===== src/rtl/mul_rr_scheduler_if.sv =====
// rtl/mul_rr_scheduler_if.sv - request/grant/writeback bundle of the multiplier scheduler
// grant_cnt exists only when MUL_SCHED_STATS_EN is defined.
interface mul_rr_scheduler_if #(
  parameter int NREQ  = 10,
  parameter int CNT_W = 16
);
  logic [NREQ-1:0]  req;
  logic             stall;
  logic [NREQ-1:0]  mul_en;
  logic [NREQ-1:0]  mul_read;
  logic             busy;

  if (CNT_W < 1) begin : g_bad_cnt_w
    $error("mul_rr_scheduler_if: CNT_W must be >= 1");
  end

`ifdef MUL_SCHED_STATS_EN
  logic [CNT_W-1:0] grant_cnt;

  modport master (input req, stall, output mul_en, mul_read, busy, grant_cnt);
  modport slave  (output req, stall, input mul_en, mul_read, busy, grant_cnt);
`else
  modport master (input req, stall, output mul_en, mul_read, busy);
  modport slave  (output req, stall, input mul_en, mul_read, busy);
`endif
endinterface


===== src/rtl/mul_rr_scheduler.sv =====
// rtl/mul_rr_scheduler.sv - round-robin grant of one LAT-cycle multiplier to NREQ registers
// MUL_SCHED_STATS_EN adds the saturating grant_cnt counter.
module mul_rr_scheduler #(
  parameter int NREQ  = 10,
  parameter int LAT   = 1,
  parameter int CNT_W = 16
) (
  input  logic               clk,
  input  logic               reset,
  mul_rr_scheduler_if.master bus
);
  localparam int PW = $clog2(NREQ);

  if (NREQ < 2 || LAT < 1 || LAT > 8 || CNT_W < 1) begin : g_bad_param
    $error("mul_rr_scheduler: parameter out of range");
  end

  typedef enum logic [1:0] {IDLE, RUN, STALL, DRAIN} state_e;

  state_e          state_q, state_d;
  logic [PW-1:0]   ptr_q, ptr_d;
  logic [NREQ-1:0] mul_en_q, mul_en_d;
  logic [NREQ-1:0] mul_read_q, mul_read_d;
  logic [LAT-1:0]  pv_q, pv_d;
  logic [PW-1:0]   pidx_q [LAT];
  logic [PW-1:0]   pidx_d [LAT];

  logic [NREQ-1:0] eff;
  logic            found;
  logic [PW-1:0]   win;
  logic            grant;
  logic            pipe_empty;

  // Rotating priority search starting at ptr; the current grantee is masked out.
  always_comb begin
    logic [PW:0]   sum;
    logic [PW-1:0] cand;
    eff        = bus.req & ~mul_en_q;
    pipe_empty = (pv_q == '0);
    found      = 1'b0;
    win        = '0;
    sum        = '0;
    cand       = '0;
    for (int k = 0; k < NREQ; k++) begin
      sum = {1'b0, ptr_q} + (PW+1)'(k);
      if (sum >= (PW+1)'(NREQ)) sum = sum - (PW+1)'(NREQ);
      cand = sum[PW-1:0];
      if (!found && eff[cand]) begin
        found = 1'b1;
        win   = cand;
      end
    end
    grant = found && !bus.stall && (state_q != STALL);
  end

  always_comb begin
    state_d  = state_q;
    ptr_d    = ptr_q;
    mul_en_d = '0;
    if (grant) begin
      mul_en_d[win] = 1'b1;
      ptr_d = (win == PW'(NREQ-1)) ? '0 : win + 1'b1;
    end

    unique case (state_q)
      IDLE: begin
        if (found && !bus.stall) state_d = RUN;
        else if (found)          state_d = STALL;
      end
      RUN: begin
        if (bus.stall)   state_d = STALL;
        else if (!found) state_d = pipe_empty ? IDLE : DRAIN;
      end
      STALL: begin
        if (!bus.stall) begin
          if (found) state_d = RUN;
          else       state_d = pipe_empty ? IDLE : DRAIN;
        end
      end
      DRAIN: begin
        if (found && !bus.stall) state_d = RUN;
        else if (bus.stall)      state_d = STALL;
        else if (pipe_empty)     state_d = IDLE;
      end
      default: state_d = IDLE;
    endcase

    // Pipeline shifts every cycle; mul_read is registered off the last stage.
    pv_d[0]   = grant;
    pidx_d[0] = win;
    for (int i = 1; i < LAT; i++) begin
      pv_d[i]   = pv_q[i-1];
      pidx_d[i] = pidx_q[i-1];
    end
    mul_read_d = '0;
    if (pv_q[LAT-1]) mul_read_d[pidx_q[LAT-1]] = 1'b1;
  end

  always_ff @(posedge clk) begin
    if (reset) begin
      state_q    <= IDLE;
      ptr_q      <= '0;
      mul_en_q   <= '0;
      mul_read_q <= '0;
      pv_q       <= '0;
      for (int i = 0; i < LAT; i++) pidx_q[i] <= '0;
    end else begin
      state_q    <= state_d;
      ptr_q      <= ptr_d;
      mul_en_q   <= mul_en_d;
      mul_read_q <= mul_read_d;
      pv_q       <= pv_d;
      pidx_q     <= pidx_d;
    end
  end

  assign bus.mul_en   = mul_en_q;
  assign bus.mul_read = mul_read_q;
  assign bus.busy     = (state_q != IDLE) || (pv_q != '0);

`ifdef MUL_SCHED_STATS_EN
  logic [CNT_W-1:0] cnt_q, cnt_d;

  always_comb begin
    cnt_d = cnt_q;
    if (grant && (cnt_q != '1)) cnt_d = cnt_q + 1'b1;
  end

  always_ff @(posedge clk) begin
    if (reset) cnt_q <= '0;
    else       cnt_q <= cnt_d;
  end

  assign bus.grant_cnt = cnt_q;
`endif
endmodule


===== src/flat_wrapper.sv =====
// flat-port wrapper written by rule: the top's interface ports become plain ports
module mul_rr_scheduler_flat 
#(
  parameter int NREQ  = 10,
  parameter int LAT   = 1,
  parameter int CNT_W = 16
)
  (clk, reset, bus_req, bus_stall, bus_mul_en, bus_mul_read, bus_busy);
  mul_rr_scheduler_if #(.NREQ(NREQ), .CNT_W(CNT_W)) bus_i ();
  input  logic clk;
  input  logic reset;
  input wire logic [$bits(bus_i.req)-1:0] bus_req;
  input wire logic [$bits(bus_i.stall)-1:0] bus_stall;
  output wire logic [$bits(bus_i.mul_en)-1:0] bus_mul_en;
  output wire logic [$bits(bus_i.mul_read)-1:0] bus_mul_read;
  output wire logic [$bits(bus_i.busy)-1:0] bus_busy;
  assign bus_i.req = bus_req;
  assign bus_i.stall = bus_stall;
  assign bus_mul_en = bus_i.mul_en;
  assign bus_mul_read = bus_i.mul_read;
  assign bus_busy = bus_i.busy;
  mul_rr_scheduler #(.NREQ(NREQ), .LAT(LAT), .CNT_W(CNT_W)) u_core (.clk(clk), .reset(reset), .bus(bus_i));
endmodule

===== config.mk =====
export PLATFORM = sky130hd
export DESIGN_NAME = mul_rr_scheduler_flat
export DESIGN_NICKNAME = d
export VERILOG_FILES = /design/src/rtl/mul_rr_scheduler_if.sv /design/src/rtl/mul_rr_scheduler.sv /design/src/flat_wrapper.sv
export SDC_FILE = /design/constraint.sdc
export NUM_CORES = 1
export LEC_CHECK = 0
export BUFFER_PORTS_ARGS = -buffer_cell sky130_fd_sc_hd__clkbuf_2
export CAP_MARGIN = 30
export CORE_MARGIN = 3
export CORE_UTILIZATION = 56
export CTS_CLUSTER_SIZE = 30
export DETAILED_ROUTE_END_ITERATION = 8
export PLACE_DENSITY = 0.79
export SYNTH_ARGS = -nofsm -noshare
export SYNTH_HDL_FRONTEND = slang
export SYNTH_SLANG_ARGS = --single-unit

===== constraint.sdc =====
create_clock -name clk -period 4.16 [get_ports clk]
set_input_delay 0.208 -clock clk [delete_from_list [all_inputs] [get_ports clk]]
set_output_delay 0.208 -clock clk [all_outputs]
set_load 0.005 [all_outputs]

==> impl_metrics.ini <==
[drt]
detailroute.via_count = 4669
finalWirelength_mm = 13.81
routed_antenna_nets = 0
post-route-drc-count = 0
wire_per_inst_um = 19.79
avg_vias_per_cell = 6.689
first_iter_violations = 529
drt-pass1-iter-count = 6

[global_route]
groute.usage.overall_pct = 32.46
grt_first_pass_wirelength_mm = 21.65
gr-total-overflow = 0
antenna_found_initial = 0
number_of_global_route_vias_before_repair = 4306
grt_start_max_net_pins = 35

[status]
run_status = complete, no violations

[timing]
finalCritPeriodShare_pct = 96.64
timing.final.crit_period_ps = 4020
timing_worst_slew_pin_value_ps = 550.8
layout_setup_ws_ps = 139.9
timing.final.hold_violations = 0
max_freq_mhz = 248.8
timing_max_transition_violations_final = 0
setup_violating_endpoint_count_in_the_final_report = 0
final.setup_skew_ps = 4.477
hold_slack_ps = 159.3
slew-limit-headroom_pct = 62.33

[finish]
drive_above_1_share_pct = 26.45
mostFrequentLayoutCell = buf_4
flow.area_growth_from_synthesis_pct = 22.45
diodes = 0
fin_nets = 639
final_cell_mix = buf_4 (58), nor2_1 (50), nand2_1 (40)

[synth]
synth_simple_gate_area_share_pct = 29.01
synthMuxAreaShare_pct = 6.912
distinct_cell_type_count_after_synthesis = 78
synth_adder_area_share_pct = 7.166
synth-compound-area-share_pct = 31.99
synth_net_count = 560
postSynthRegisterBits = 31
synth_xor_xnor_area_share_pct = 3.900
postSynth.topFlopCell = dfxtp_1
combinational_family_with_the_most_area_after_synthesis = compound AO/OA/AOI/OAI gates
synth-warning-count = 0
synth_seq_area_share_pct = 15.73
synthCells = 525
synth-async-reset-ratio_pct = 0
number_of_enable_flip_flop_cells_after_synthesis = 0
synthesis.area_um2 = 3946
syn_area_per_cell_um2 = 7.517

[clock_tree]
clkTransAtPathRegs_ps = 60
clock_tree.root_cell = clkbuf_8
clock_path_buffers = 2
cts-buffers-inserted = 5
cts_tree = done
hold_buffers = 0
clk_latency_worst_skew_pair_ps = 280
tritoncts_num_sinks = 31
cts-htree-levels = 2

[critical_path]
critPathCaptureType = register
critical_path_peak_fanout = 34
startpoint_type = register
critical_path_class = reg2reg
critPathRequiredTime_ps = 4350
crit_arrival_ps = 4210

[die]
die_width_um = 89.95
floorplan.initialDensity_pct = 59.76
dieHeight_um = 89.95
floorplan.die_area_um2 = 8090
placementRows = 29
core-area_um2 = 6604
top_level_ports = 34

[job]
cap_violations = 0

[worst_hold_path]
hold_path_class = in2reg

[placed_design]
port_buffers = 33
gp_congestion = 1.138
dpl.hpwl_mm = 10.81
dp_slack_ps = -173.8
[final cells by class]
cell class	count	area, um^2
Multi-Input combinational cell	451	3273
Fill cell	539	1772
Sequential cell	31	631.9
Timing Repair Buffer	92	620.6
Tap cell	93	116.4
Clock buffer	8	100.1
Inverter	23	90.09
[routing by layer]
layer | routed length [um] | up-vias | GRT usage (%) | part of all wire, %
met5 | 0 | - | 0 | 0
met4 | 476 | 0 | 10.20 | 3.4
met3 | 1348 | 56 | 5.092 | 9.8
met2 | 6530 | 295 | 54.95 | 47
met1 | 5456 | 2176 | 42.42 | 40
li1 | - | 2142 | - | -
[cell families (layout without fill, tap and decap cells)]
logic type,count (synthesis),after routing
xor+xnor,15,15
compound gates,177,177
mux,22,22
fa+ha+maj,22,22
buf+inv,43,123
simple gates,215,215
flops,31,31
[critical path, cell delays in order, from the launching register on]
cell and delay [ps]:
dfxtp_4 390, buf_12 180, or3b_2 530, and2_1 260, or4_1 520, a21oi_1 360
a31oi_1 210, o211a_1 240, a22o_1 190, a221o_1 390, or3_1 430, nor3_1 220
[worst paths after layout]
kind	startpoint	to	slack [ps]	cells past startpoint
worst max-delay path	u_core.ptr_q[0]	u_core.bus.mul_en[0]	140	11
worst min-delay path	bus_stall	u_core.state_q[0]	160	2
worst max register to register	u_core.ptr_q[0]	u_core.bus.mul_en[0]	140	11
worst min register to register	u_core.pidx_q[3]	u_core.bus.mul_read[9]	480	2
[cell usage after synthesis (all sizes together), types with 6 or more instances]
cell | number | area (um^2)
mux2i | 16 | 160.2
xnor2 | 12 | 127.6
a211oi | 11 | 87.58
nand3 | 13 | 65.06
nand3b | 15 | 112.6
o21ai | 30 | 150.1
inv | 21 | 78.82
or3b | 8 | 70.07
nor2b | 17 | 106.4
dfxtp | 31 | 620.6
ha | 21 | 262.8
nand2 | 40 | 150.1
a21oi | 37 | 185.2
a22oi | 7 | 57.55
a31oi | 8 | 50.05
nand2b | 11 | 68.82
nor2 | 50 | 187.7
buf | 15 | 103.9
o211ai | 11 | 82.58
or2 | 6 | 37.54
o22ai | 6 | 37.54
or3 | 11 | 73.82
nor3 | 20 | 100.1
and2 | 8 | 50.05
[stage by stage]
| step | cells | setup TNS [ps] | instance area (um^2) | utilization, % |
|---|---|---|---|---|
| floorplan | 525 | -12.25 | 3988 | - |
| finish | 698 | 0 | 4832 | 73.17 |
| global placement | 689 | 0 | 4587 | 69.46 |
| global route | 698 | -36.98 | 4832 | 73.17 |
| CTS | 698 | 0 | 4723 | 71.52 |
| detailed placement | 689 | -250.0 | 4587 | 69.46 |
[what timing repair did]
action / CTS / global route
gates resized for setup: 5 / 29
setup endpoints to repair: 8 / 14
pin swaps: 1 / 2
buffers inserted: 1 / 0
[registers in the layout, summed over array words and instances, names as in the netlist]
| register | cells |
|---|---|
| u_core.bus.mul_en | 10 |
| u_core.bus.mul_read | 10 |
| u_core.pidx_q | 4 |
| u_core.ptr_q | 4 |
| u_core.state_q | 2 |
| u_core.pv_q | 1 |
Power is not shown: default switching activity piles up to over one toggle a cycle in this logic, so the estimate is an artifact.
